**src/rtl/range_tracker_pkg.sv**
```systemverilog
// Shared types for the framed min/max/range statistics engine.
package range_tracker_pkg;

    typedef enum logic [1:0] {
        IDLE   = 2'd0,
        ACTIVE = 2'd1,
        DONE   = 2'd2
    } state_t;

    typedef enum logic [1:0] {
        MODE_RANGE = 2'd0,
        MODE_MAX   = 2'd1,
        MODE_MIN   = 2'd2,
        MODE_COUNT = 2'd3
    } mode_t;

endpackage

```
**src/rtl/range_tracker_minmax_acc.sv**
```systemverilog
// Running max/min accumulator with frame clear and per-sample fold.
// The *_next outputs give the values including this cycle's sample.
module minmax_acc #(
    parameter int WIDTH = 10
) (
    input  logic             clock,
    input  logic             reset,
    input  logic             clear,
    input  logic             fold,
    input  logic [WIDTH-1:0] data_in,
    output logic [WIDTH-1:0] max_r,
    output logic [WIDTH-1:0] min_r,
    output logic [WIDTH-1:0] max_next,
    output logic [WIDTH-1:0] min_next
);

    logic [WIDTH-1:0] max_base;
    logic [WIDTH-1:0] min_base;

    // Clear and fold in the same cycle: the first sample of the new frame
    // is folded against the cleared values, not the stale ones.
    always_comb begin
        max_base = clear ? '0 : max_r;
        min_base = clear ? '1 : min_r;
        max_next = max_base;
        min_next = min_base;
        if (fold && (data_in > max_base)) max_next = data_in;
        if (fold && (data_in < min_base)) min_next = data_in;
    end

    always_ff @(posedge clock or negedge reset) begin
        if (!reset) begin
            max_r <= '0;
            min_r <= '1;
        end else if (clear || fold) begin
            max_r <= max_next;
            min_r <= min_next;
        end
    end

endmodule

```
**src/rtl/range_tracker.sv**
```systemverilog
// Framed min/max/range statistics engine: go opens a frame, finish closes it
// and presents one registered result with a single-cycle valid pulse.
module range_tracker
    import range_tracker_pkg::*;
#(
    parameter int WIDTH = 10,
    parameter int CNT_W = 8
) (
    input  logic             clock,
    input  logic             reset,
    input  logic             go,
    input  logic             finish,
    input  logic             valid,
    input  logic [WIDTH-1:0] data_in,
    input  logic [1:0]       mode,
    input  logic             clr_err,
    output logic [WIDTH-1:0] result,
    output logic             result_valid,
    output logic             busy,
    output logic             error,
    output logic [CNT_W-1:0] sample_count
);

    localparam logic [CNT_W-1:0] CNT_MAX = '1;

    state_t           state_reg, state_next;
    logic [CNT_W-1:0] cnt_reg, cnt_next, cnt_base;
    logic [WIDTH-1:0] result_reg, result_next;
    logic             error_reg;
    logic             acc_clear, acc_fold, latch, err_set;
    logic [WIDTH-1:0] max_r, min_r, max_next, min_next;
    logic [WIDTH-1:0] cnt_as_result;

    minmax_acc #(.WIDTH(WIDTH)) u_acc (
        .clock    (clock),
        .reset    (reset),
        .clear    (acc_clear),
        .fold     (acc_fold),
        .data_in  (data_in),
        .max_r    (max_r),
        .min_r    (min_r),
        .max_next (max_next),
        .min_next (min_next)
    );

    generate
        if (CNT_W >= WIDTH) begin : g_cnt_trunc
            assign cnt_as_result = cnt_next[WIDTH-1:0];
        end else begin : g_cnt_ext
            assign cnt_as_result = {{(WIDTH-CNT_W){1'b0}}, cnt_next};
        end
    endgenerate

    always_comb begin
        state_next = state_reg;
        acc_clear  = 1'b0;
        acc_fold   = 1'b0;
        latch      = 1'b0;
        err_set    = 1'b0;
        case (state_reg)
            IDLE: begin
                if (go && !finish) begin
                    state_next = ACTIVE;
                    acc_clear  = 1'b1;
                    acc_fold   = valid;
                end else if (finish) begin
                    err_set = 1'b1;
                end
            end
            ACTIVE: begin
                // The sample folds in every ACTIVE cycle, including the
                // finish cycle and a rejected go+finish cycle.
                acc_fold = valid;
                if (go && finish) begin
                    err_set = 1'b1;
                end else if (go) begin
                    err_set   = 1'b1;
                    acc_clear = 1'b1;
                end else if (finish) begin
                    latch      = 1'b1;
                    state_next = DONE;
                end
            end
            DONE: begin
                state_next = IDLE;
                if (finish) err_set = 1'b1;
            end
            default: state_next = IDLE;
        endcase

        cnt_base = acc_clear ? '0 : cnt_reg;
        cnt_next = (acc_fold && (cnt_base != CNT_MAX)) ? cnt_base + 1'b1 : cnt_base;

        result_next = result_reg;
        if (latch) begin
            if (cnt_next == '0) begin
                result_next = '0;
                err_set     = 1'b1;
            end else begin
                case (mode_t'(mode))
                    MODE_RANGE: result_next = max_next - min_next;
                    MODE_MAX:   result_next = max_next;
                    MODE_MIN:   result_next = min_next;
                    MODE_COUNT: result_next = cnt_as_result;
                    default:    result_next = '0;
                endcase
            end
        end
    end

    always_ff @(posedge clock or negedge reset) begin
        if (!reset) begin
            state_reg  <= IDLE;
            cnt_reg    <= '0;
            result_reg <= '0;
            error_reg  <= 1'b0;
        end else begin
            state_reg  <= state_next;
            cnt_reg    <= cnt_next;
            result_reg <= result_next;
            if (err_set)      error_reg <= 1'b1;
            else if (clr_err) error_reg <= 1'b0;
        end
    end

    assign result       = result_reg;
    assign result_valid = (state_reg == DONE);
    assign busy         = (state_reg == ACTIVE);
    assign error        = error_reg;
    assign sample_count = cnt_reg;

endmodule

```
**config.mk**
```make
export PLATFORM = sky130hd
export DESIGN_NAME = range_tracker
export DESIGN_NICKNAME = d
export VERILOG_FILES = /design/src/rtl/range_tracker_pkg.sv /design/src/rtl/range_tracker_minmax_acc.sv /design/src/rtl/range_tracker.sv
export SDC_FILE = /design/constraint.sdc
export NUM_CORES = 1
export LEC_CHECK = 0
export ABC_AREA = 1
export CORE_UTILIZATION = 50
export DETAILED_ROUTE_END_ITERATION = 7
export GPL_ROUTABILITY_DRIVEN = 0
export MAX_ROUTING_LAYER = met4
export PLACE_DENSITY = 0.75
export REMOVE_ABC_BUFFERS = 1
export SLEW_MARGIN = 30
export SYNTH_ARGS = -nofsm -noshare
export SYNTH_HDL_FRONTEND = slang
export SYNTH_SLANG_ARGS = --single-unit
```
**constraint.sdc**
```tcl
create_clock -name clock -period 7.14 [get_ports clock]
set_input_delay 1.428 -clock clock [delete_from_list [all_inputs] [get_ports clock]]
set_output_delay 1.428 -clock clock [all_outputs]
set_load 0.01 [all_outputs]
```
==> flow_summary.ini <==
[outcome]
status = complete, no violations

[route]
vias = 3431
drt_wl_total_um = 9318
wl_per_cell_um = 15.18
route.detailed.drc = 0
ant_nets = 0
viasPerCell = 5.588
first_iter_violations = 267
drt_first_pass_iters = 7

[place]
dpl.hpwl_um = 7399
io_buffer_count = 38
dp.cells = 606

[synth]
synth_area_per_cell_sq_um = 6.832
synth_top_area_frac = 0.2271
netlist_area_sq_um = 3416
ys_types = 39
synth_common_cells = nand2_1, inv_1, nand3_1
yosysMostFrequentCell = nand2_1
synthTopCellsByArea = dfrtp_1, nand2_1, ha_1
ys_ff_latch = 41
synthFlopType = dfrtp_1
synthArstFlopShare = 1.000
synth_seq_area_share = 0.3040
syn_inst = 500
ys_warn_count = 0
synth_edf_count = 0
synth_top_area_cell = dfrtp_1

[clock_network]
cts_setup_buffers = 0
htree_levels = 2
cts_max_path_buffers = 2
cts.repair.resized = 0
cts.sinks = 41
numCtsBuffers = 5
cts_root_buf = clkbuf_8
cts_tree = built
clk_latency_ns = 0.30
ctsHoldBuffers = 0
cts.clk_slew.worst_paths_ns = 0.08

[grt]
grt_max_degree = 42
grt_usage = 0.2874
antenna_found_initial = 0
grt_pass1_vias = 3252
overflow = 0
grt_pass1_wl_um = 15640

[worst_setup_path]
critical_path_required_ns = 7.33
cp-end-kind = register
critPathKind = input port to register
critPathMaxFanout = 34
startpoint_type = input port
arrival_ns = 5.85

[pwr]
cellPowerDensity_nw_per_um2 = 281.7
p_leak_nw = 2.156
combPwrFrac = 0.490
p_switching_w = 0.0004509
vdd_ir_drop_max_uv = 163.6
intPower_w = 0.0006643
pwr-share-seq = 0.306
switching_share = 0.4043
power.share.clock = 0.204

[hold_path]
hold_path.class = register to register

[die]
dieArea_sq_um = 7166
io_pins = 39
core_area_sq_um = 6459
rows = 29
die-height_um = 84.66
initial_utilization = 0.5289
die_w_um = 84.66

[sta]
worst_slew_pin_slew_ns = 0.5776
setup_tns_ns = 0
clock-skew-final_ns = 0.005218
fin_crit_sh = 0.7925
hold_viol = 0
fmax_mhz = 176.7
finalSetupViolCount = 0
rsz0062_at_grt = false
drv_slew = 0
min_period_ns = 5.658
slew_headroom = 0.6135

[finish]
fin_util = 0.6129
fillers = 622
fin_nets = 584
diodes = 0
layout-drive-gt1-share = 0.08752
area_delta_synth_final_pct = 15.90
stdcell_count = 614

[run]
cap_violations = 0
worst max-delay path, cell delays in order:
cell,delay (ns)
clkdlybuf4s50_1,0.50
nor2_2,0.06
nand2_4,0.28
inv_1,0.25
nor2_1,0.21
ha_1,0.29
nand2_1,0.09
nand2_1,0.05
nand2_1,0.05
a21oi_1,0.09
nor2_4,0.23
nand2_2,0.20
o21ai_0,0.35
ha_1,0.25
inv_1,0.08
fa_1,0.38
nand2_1,0.08
inv_1,0.04
o21ai_0,0.14
nand2_1,0.14
nand2_1,0.08
nand2_1,0.05
a21oi_1,0.15
xor2_1,0.16
nand2_1,0.06
nand2_1,0.08
o21ai_1,0.06
stage by stage:
stage | area, sq um | power (W) | hold slack [ns] | worst slack (ns)
floorplan | 3351 | 0.0006960 | 0.5084 | 2.295
global placement | 3822 | 0.0008688 | 0.4674 | 1.485
detailed placement | 3822 | 0.0008858 | 0.4690 | 1.246
CTS | 3956 | 0.001114 | 0.4918 | 1.537
global route | 3959 | 0.001204 | 0.5214 | 1.015
finish | 3959 | 0.001115 | 0.4892 | 1.482
worst paths after layout:
check	start	to	slack (ns)	depth (start not counted)
setup / recovery	finish	result[6]	1.48	27
hold reg to reg	result[5]	result[5]	0.49	2
min in group asynchronous	reset	u_acc.max_r[4]	1.12	1
max in group asynchronous	reset	u_acc.min_r[9]	5.64	1
setup reg to reg	state_reg[1]	result[6]	2.63	26
hold / removal	result[5]	result[5]	0.49	2
power groups by stage:
stage | clock (W) | sequential, W | combinational, W
finish | 0.000228 | 0.000341 | 0.000547
global route | 0.000238 | 0.000348 | 0.000617
CTS | 0.000230 | 0.000341 | 0.000544
detailed placement | 0 | 0.000345 | 0.000541
global placement | 0 | 0.000343 | 0.000526
floorplan | 0 | 0.000351 | 0.000345
per-layer routing:
layer  part of all wire  vias to the layer above  routed length, um  GRT usage
met5                  0                        -                  0          -
met4              0.034                        0                317    0.09553
met3              0.069                       29                644    0.04621
met2               0.46                      131               4250     0.4590
met1               0.44                     1592               4106     0.3729
li1                   -                     1679                  -          -
layout by cell type, fill, tap and decap left out:
cell type        count
a21boi_4             1
a21o_1               2
a21oi_1             15
a21oi_4              1
a221oi_1             1
a31oi_1              2
buf_4                1
bufinv_16            2
clkbuf_8             5
clkdlybuf4s50_1     37
clkinv_2             3
dfrtp_1             31
dfstp_2             10
fa_1                 1
ha_1                29
inv_1               66
inv_2                2
nand2_1            169
nand2_2             11
nand2_4              3
nand3_1             62
nand3_2              1
nand3b_1             7
nand4_1              6
nor2_1              31
nor2_2               3
nor2_4               1
nor3_1               3
o211ai_1             2
o211ai_2             1
o21a_1               4
o21ai_0              8
o21ai_1              6
o21ai_2              1
o21bai_1             2
o31ai_1              1
or2_2                1
xnor2_1              3
xor2_1               2
cells by family after synthesis:
| kind of cell | Yosys count | share of synthesized area |
|---|---|---|
| buffers and inverters | 79 | 0.09670 |
| AND/OR/NAND/NOR | 298 | 0.3850 |
| XOR/XNOR | 5 | 0.01282 |
| adder cells (fa/ha/maj) | 30 | 0.1121 |
| AO/OA/AOI/OAI | 47 | 0.08938 |
| flip-flops | 41 | 0.3040 |
cell type report:
type | count | area, sq um | area share
Timing Repair Buffer | 38 | 377.9 | 0.09545
Inverter | 70 | 265.3 | 0.06700
Sequential cell | 41 | 1039 | 0.2623
Clock buffer | 5 | 68.82 | 0.01738
Multi-Input combinational cell | 380 | 2047 | 0.5171
Clock inverter | 3 | 65.06 | 0.01643
Tap cell | 77 | 96.34 | 0.02434
No activity file was read; power rests on OpenSTA's default activity.
